--- src/rtl/pal_serial.sv ---
// rtl/pal_serial.sv - parallel-to-serial converter with 2-entry input FIFO
//
// Purpose: accepts WIDTH-bit words through a valid/ready handshake into a
// 2-entry FIFO and shifts them out MSB first, one bit per clock.
// Optional feature macro: PAL_SERIAL_GAP_EN inserts one idle cycle (en=0)
// after every word so a downstream deserializer can sample its output.
//
// Ports:
//   clk        - rising-edge clock
//   reset      - synchronous, active-high reset
//   din        - parallel word to serialize
//   din_valid  - din holds a word to be accepted
//   din_ready  - a word can be accepted this cycle (FIFO not full)
//   out        - serial data bit, MSB first
//   en         - out is valid this cycle (downstream shift enable)
//   word_done  - one-cycle pulse while the last bit of a word is on out
//   busy       - FSM not idle or FIFO non-empty
module pal_serial #(
  parameter int WIDTH = 4
) (
  input  logic             clk,
  input  logic             reset,
  input  logic [WIDTH-1:0] din,
  input  logic             din_valid,
  output logic             din_ready,
  output logic             out,
  output logic             en,
  output logic             word_done,
  output logic             busy
);

  localparam int CW = (WIDTH > 1) ? $clog2(WIDTH) : 1;
  localparam logic [CW-1:0] LAST = CW'(WIDTH - 1);

`ifdef PAL_SERIAL_GAP_EN
  typedef enum logic [1:0] {IDLE = 2'd0, SHIFT = 2'd1, GAP = 2'd2} state_t;
`else
  typedef enum logic {IDLE = 1'b0, SHIFT = 1'b1} state_t;
`endif

  state_t           state_q, state_d;
  logic [WIDTH-1:0] fifo_q [2];
  logic             wr_ptr_q, rd_ptr_q;
  logic [1:0]       count_q, count_d;
  logic [WIDTH-1:0] shreg_q, shreg_d;
  logic [CW-1:0]    cnt_q, cnt_d;
  logic             out_q, en_q, wd_q, busy_q, ready_q;
  logic             push, pop, fifo_ne;
  logic [WIDTH-1:0] head;

  assign din_ready = ready_q;
  assign out       = out_q;
  assign en        = en_q;
  assign word_done = wd_q;
  assign busy      = busy_q;

  always_comb begin
    push    = din_valid && ready_q;
    pop     = 1'b0;
    fifo_ne = (count_q != 2'd0);
    head    = fifo_q[rd_ptr_q];
    state_d = state_q;
    shreg_d = shreg_q;
    cnt_d   = cnt_q;
    case (state_q)
      IDLE: begin
        if (fifo_ne) begin
          pop     = 1'b1;
          shreg_d = head;
          cnt_d   = '0;
          state_d = SHIFT;
        end
      end
      SHIFT: begin
        if (cnt_q == LAST) begin
          shreg_d = '0;
          cnt_d   = '0;
`ifdef PAL_SERIAL_GAP_EN
          state_d = GAP;
`else
          // Reload at the same edge so en stays high across words.
          if (fifo_ne) begin
            pop     = 1'b1;
            shreg_d = head;
            state_d = SHIFT;
          end else begin
            state_d = IDLE;
          end
`endif
        end else begin
          shreg_d = shreg_q << 1;
          cnt_d   = cnt_q + CW'(1);
        end
      end
`ifdef PAL_SERIAL_GAP_EN
      GAP: begin
        if (fifo_ne) begin
          pop     = 1'b1;
          shreg_d = head;
          cnt_d   = '0;
          state_d = SHIFT;
        end else begin
          state_d = IDLE;
        end
      end
`endif
      default: state_d = IDLE;
    endcase
    case ({push, pop})
      2'b10:   count_d = count_q + 2'd1;
      2'b01:   count_d = count_q - 2'd1;
      default: count_d = count_q;
    endcase
  end

  // Outputs are registered from next-state values so they line up with the
  // word held in shreg during the same cycle.
  always_ff @(posedge clk) begin
    if (reset) begin
      state_q  <= IDLE;
      count_q  <= 2'd0;
      wr_ptr_q <= 1'b0;
      rd_ptr_q <= 1'b0;
      shreg_q  <= '0;
      cnt_q    <= '0;
      out_q    <= 1'b0;
      en_q     <= 1'b0;
      wd_q     <= 1'b0;
      busy_q   <= 1'b0;
      ready_q  <= 1'b1;
    end else begin
      if (push) begin
        fifo_q[wr_ptr_q] <= din;
      end
      wr_ptr_q <= wr_ptr_q ^ push;
      rd_ptr_q <= rd_ptr_q ^ pop;
      count_q  <= count_d;
      state_q  <= state_d;
      shreg_q  <= shreg_d;
      cnt_q    <= cnt_d;
      en_q     <= (state_d == SHIFT);
      out_q    <= (state_d == SHIFT) && shreg_d[WIDTH-1];
      wd_q     <= (state_d == SHIFT) && (cnt_d == LAST);
      busy_q   <= (state_d != IDLE) || (count_d != 2'd0);
      ready_q  <= (count_d != 2'd2);
    end
  end

endmodule
--- config.mk ---
export PLATFORM = sky130hd
export DESIGN_NAME = pal_serial
export DESIGN_NICKNAME = d
export VERILOG_FILES = /design/src/rtl/pal_serial.sv
export SDC_FILE = /design/constraint.sdc
export NUM_CORES = 1
export LEC_CHECK = 0
export BUFFER_PORTS_ARGS = -buffer_cell sky130_fd_sc_hd__buf_2
export CAP_MARGIN = 25
export CORE_MARGIN = 2
export CORE_UTILIZATION = 45
export DETAILED_ROUTE_END_ITERATION = 6
export SYNTH_ARGS = -nofsm -noshare
export SYNTH_HDL_FRONTEND = slang
export SYNTH_SLANG_ARGS = --single-unit
--- constraint.sdc ---
create_clock -name clk -period 2.72 [get_ports clk]
set_input_delay 0.272 -clock clk [delete_from_list [all_inputs] [get_ports clk]]
set_output_delay 0.272 -clock clk [all_outputs]
set_load 0.05 [all_outputs]
==> results of run 1 <==
==> cells by family (layout without fill, tap and decap cells) <==
group / Yosys count / count (layout) / synth area share (%)
AO/OA/AOI/OAI: 16 / 16 / 10.3
XOR/XNOR: 4 / 4 / 3.78
adder cells (fa/ha/maj): 2 / 2 / 2.70
buffers and inverters: 4 / 15 / 2.97
flip-flops: 23 / 23 / 58.3
multiplexers: 5 / 5 / 5.40
AND/OR/NAND/NOR: 26 / 26 / 16.6
==> state kept, by name, indices dropped and copies added, names as in the netlist, 2 cells and up <==
name / count
fifo_q: 8
count_q: 2
shreg_q: 4
cnt_q: 2
==> final cells by class <==
class	count	area (um2)
clock buffer	3	22.5
clock inverter	1	7.51
timing repair buffer	11	55.1
multi-input combinational	53	359
sequential	23	541
tap	27	33.8
fill	204	943
==> metal layers <==
layer	up-vias	routed length (um)	GRT usage [%]
met1	253	667	15.8
met2	9	544	16.4
li1	309	-	-
met4	0	10	6.94
met3	2	45	3.68
met5	-	0	0
==> worst max-delay path: stages (launching register included) <==
cell     delay, ns
dfxtp_1       0.35
ha_1          0.24
nor2b_4       0.23
nor2_1        0.07
ha_1          0.37
or3_2         0.47
a21oi_1       0.14
==> layout by cell type (no fill, tap or decap), types with 2 or more instances in the layout <==
cell,synthesis,layout
nand2_1,3,3
ha_1,2,2
nand2b_1,3,3
o21ai_0,2,2
a211oi_1,2,2
buf_2,0,11
xor2_1,3,3
or3_2,2,2
a22oi_1,2,2
mux2i_1,5,5
dfxtp_1,15,15
nor2_1,7,7
clkbuf_4,0,3
a21oi_1,7,7
edfxtp_1,8,8
or3_1,5,5
==> through the flow <==
stage / instances / hold WS (ns) / setup slack [ns] / total power, mW
CTS: 118 / 0.122 / 0.780 / 1.10
global route: 118 / 0.115 / 0.672 / 1.17
finish: 118 / 0.139 / 0.785 / 1.09
detailed placement: 114 / 0.447 / 0.821 / 0.941
global placement: 114 / 0.442 / 0.851 / 0.939
floorplan: 80 / 0.345 / 0.626 / 0.882
==> final timing paths <==
kind | start | to | cells after the start
worst max-delay path | cnt_q[0]$_SDFF_PP0_ | count_q[1]$_SDFF_PP0_ | 6
worst min-delay path | din[1] | fifo_q[0][1]$_DFFE_PP_ | 1
worst max register to register | cnt_q[0]$_SDFF_PP0_ | count_q[1]$_SDFF_PP0_ | 6
worst min register to register | shreg_q[0]$_SDFFE_PP0P_ | shreg_q[0]$_SDFFE_PP0P_ | 2
==> where the power goes <==
group          internal [mW]  switching [mW]
Combinational          0.169           0.255
Clock                 0.0561           0.100
Sequential             0.438          0.0686
==> run_results.csv, run 1 <==
group,metric,value,unit
pwr,vdd.ir_drop.worst,0.000497,V
route,wl_per_cell,10.7,um
synthesis,netlist.area_leader.share,32.4,%
min_path,min_path_type,"in -> reg",
cts,cts_tree,"done",
worst_setup_path,worst-endpoint-required,2.97,ns
synthesis,ys_warn_count,0,
synthesis,synth_edf_count,8,
floorplan,initial_utilization,47.3,%
route,routed_wl,1.27,mm
synthesis,synth.most_common_cell,"dfxtp_1",
timing,rsz0062_at_grt,"false",
outcome,status,"completed",
synthesis,synth_cell_types,28,
global_route,grt_max_degree,17,
timing,worst_pin_slew,0.601,ns
timing,finalCritPeriodShare,71.1,%
floorplan,die_area,2440,um2
layout,syn2layout_area_growth,9.85,%
worst_setup_path,path_class,"reg -> reg",
synthesis,syn_area_per_cell,11.6,um2
cts,cts_resized,0,
global_route,grt_pass1_wl,2.08,mm
cts,cts-root-buf,"clkbuf_4",
synthesis,async_flop_share,0,%
placement,hpwl,889,um
layout,final_area,1020,um2
timing,relSlewSlack,59.8,%
layout,fin_util,51.9,%
synthesis,synth_common_cells,"dfxtp_1, edfxtp_1, a21oi_1, nor2_1",
cts,cts_buffers,3,
cts,clkTransAtPathRegs,0.13,ns
worst_setup_path,endpoint_kind,"flip-flop",
placement,post_dp_cell_area,988,um2
worst_setup_path,arrival,2.18,ns
cts,insertion_delay,0.31,ns
synthesis,syn-num-nets,89,
placement,io_buffers,11,
cts,cts_buffer_depth,2,
layout,num_antenna_cells,0,
timing,slew_violations,0,
cts,hold_buffers,0,
cts,cts_sinks,23,
synthesis,syn_inst,80,
layout,layout-drive-gt1-share,22.0,%
synthesis,ys.flop_type,"dfxtp_1",
synthesis,synth_top_area_cell,"dfxtp_1",
synthesis,yosys-top-cells-area,"dfxtp_1, edfxtp_1, mux2i_1",
floorplan,die_w,49.4,um
synthesis,synth_seq_cells,23,
floorplan,core_region_area,1960,um2
route,vias_per_cell,4.86,
worst_setup_path,critPathLaunchType,"flip-flop",
cts,h-tree-depth,1,
route,firstDrtPassIters,3,
floorplan,rows,16,
route,drt_iter0_markers,6,
global_route,track_usage,11.7,%
pwr,p_leak,0.381,nW
route,drc,0,
global_route,grt_pass1_vias,473,
layout,nets,101,
cts,postCtsSetupRepairBufs,0,
synthesis,yosysSeqAreaShare,58.3,%
floorplan,die_h,49.4,um
synthesis,syn_area,927,um2
timing,setup_tns,0,ns
route,detail-route-antenna-nets,0,
route,vias,573,
run,cap_violations,0,
pwr,power_density,1070,nW/um2
global_route,antenna_found_initial,0,
global_route,gr-total-overflow,0,
worst_setup_path,rrSetupSlack,0.78,ns
timing,layout_min_cycle_time,1.94,ns
worst_setup_path,path_max_fanout,11,
timing,setup_viol,0,
timing,hold_violations,0,
floorplan,io_pins,12,
placement,globalplace.congestion,0.741,
timing,fin_worst_skew,0.00663,ns
timing,fmax,517,MHz
Power figures use the tool's default switching activity.
==> run 2: changes to the inputs <==
==> constraint.sdc (replaced) <==
create_clock -name clk -period 1.95 [get_ports clk]
set_input_delay 0.195 -clock clk [delete_from_list [all_inputs] [get_ports clk]]
set_output_delay 0.195 -clock clk [all_outputs]
set_load 0.05 [all_outputs]
==> run_results.csv, run 2 (synthesis gave the netlist of run 1 again) <==
group,metric,value,unit
outcome,status,"completed",
floorplan,die_h,49.4,um
floorplan,rows,16,
timing,layout_min_cycle_time,1.82,ns
cts,cts_tree,"done",
floorplan,io_pins,12,
worst_setup_path,critPathLaunchType,"flip-flop",
timing,relSlewSlack,56.9,%
layout,largest_reg_flops,8,
global_route,antenna_found_initial,0,
layout,syn2layout_area_growth,12.8,%
route,vias_per_cell,5.21,
floorplan,die_w,49.4,um
global_route,grt_pass1_vias,589,
timing,setup_tns,0,ns
timing,fin_worst_skew,0.00183,ns
route,drc,0,
layout,nets,104,
pwr,swShare,39.0,%
timing,fmax,548,MHz
route,wl_met3,62,um
cts,cts_buffer_depth,2,
pwr,vdd.ir_drop.worst,0.000714,V
layout,layout-drive-gt1-share,27.7,%
floorplan,initial_utilization,47.3,%
cts,cts_sinks,23,
pwr,power_frac_comb,41.2,%
global_route,gr-total-overflow,0,
pwr,clockPowerShare,13.8,%
global_route,grt_pass1_wl,2.44,mm
route,vias,631,
route,firstDrtPassIters,2,
run,cap_violations,0,
floorplan,core_region_area,1960,um2
global_route,track_usage,13.1,%
pwr,p_int,968,uW
layout,final_common_cell,"dfxtp_1",
layout,final_area,1050,um2
route,wl_per_cell,12.4,um
placement,hpwl,1.06,mm
placement,post_dp_cell_area,1000,um2
timing,rsz0062_at_grt,"false",
worst_setup_path,path_max_fanout,8,
layout,top_register,"fifo_q",
route,m1WireLength,685,um
min_path,min-delay-start,"din[1]",
layout,reg_top3,"fifo_q: 8 flops, shreg_q: 4 flops",
route,top_layer_used,"met4",
route,detail-route-antenna-nets,0,
route,routed_wl,1.50,mm
cts,clkTransAtPathRegs,0.12,ns
cts,insertion_delay,0.31,ns
layout,num_antenna_cells,0,
pwr,power_density,1520,nW/um2
cts,cts_buffers,3,
min_path,min_path_type,"in -> reg",
pwr,seqPwrFrac,45.0,%
floorplan,die_area,2440,um2
pwr,p_leak,0.396,nW
timing,setup_viol,0,
placement,globalplace.congestion,0.711,
worst_setup_path,worst-endpoint-required,2.21,ns
worst_setup_path,arrival,2.08,ns
timing,hold_violations,0,
global_route,grt_max_degree,17,
worst_setup_path,path_class,"reg -> reg",
timing,finalCritPeriodShare,93.5,%
layout,final_cell_mix,"dfxtp_1, buf_2, edfxtp_1",
pwr,p_switching,618,uW
cts,cts-root-buf,"clkbuf_4",
timing,worst_pin_slew,0.645,ns
worst_setup_path,r2r-start,"cnt_q[0]$_SDFF_PP0_",
route,drt_iter0_markers,5,
placement,io_buffers,11,
route,routed-wl-met2,733,um
worst_setup_path,crit_start,"cnt_q[0]$_SDFF_PP0_",
timing,slew_violations,0,
worst_setup_path,endpoint_kind,"flip-flop",
cts,h-tree-depth,1,
[run 2: area by class of cell]
type | instances | area [um2]
multi-input combinational | 53 | 365
sequential | 23 | 542
clock inverter | 1 | 5.00
timing repair buffer | 14 | 77.6
clock buffer | 3 | 22.5
tap | 27 | 33.8
fill | 213 | 916
[run 2: critical path: stages, from the launching register on]
cell and delay, ns:
dfxtp_1 0.36, ha_2 0.21, nor2b_4 0.19, nor2_1 0.07
ha_1 0.23, xnor2_1 0.14, or3_2 0.44, a21oi_2 0.13
[run 2: worst paths after layout]
| path | end | slack [ns] | depth (start not counted) |
|---|---|---|---|
| setup / recovery | count_q[1]$_SDFF_PP0_ | 0.13 | 7 |
| setup reg to reg | count_q[1]$_SDFF_PP0_ | 0.13 | 7 |
| hold reg to reg | shreg_q[0]$_SDFFE_PP0P_ | 0.48 | 2 |
| hold / removal | fifo_q[0][1]$_DFFE_PP_ | 0.06 | 1 |
[run 2: power groups by stage]
stage / sequential [mW] / combinational, mW / clock, mW
final: 0.714 / 0.653 / 0.219
after global routing: 0.730 / 0.723 / 0.238
after CTS: 0.715 / 0.639 / 0.224
after detailed placement: 0.727 / 0.635 / 0
after global placement: 0.723 / 0.623 / 0
after floorplan: 0.794 / 0.439 / 0
[run 2: repair_timing]
action	CTS	global route
hold buffers	0	0
setup buffers	0	1
endpoints found under the setup margin	0	1
resized for setup	0	2
[run 2: per-layer routing]
metal,vias up,global-route usage (%)
li1,319,-
met5,-,0
met3,2,3.07
met2,11,22.3
met1,299,15.9
met4,0,5.56
[run 2: per-stage QoR]
step	std cells	hold slack, ns	util, %	total power [mW]	setup WS, ns
after floorplan	80	0.265	-	1.23	0.0771
after global placement	116	0.382	51.2	1.35	0.133
after detailed placement	116	0.387	51.2	1.36	0.0754
after CTS	120	0.0551	52.6	1.58	0.0385
after global routing	121	0.0516	53.3	1.69	0.00807
final	121	0.0616	53.3	1.59	0.127
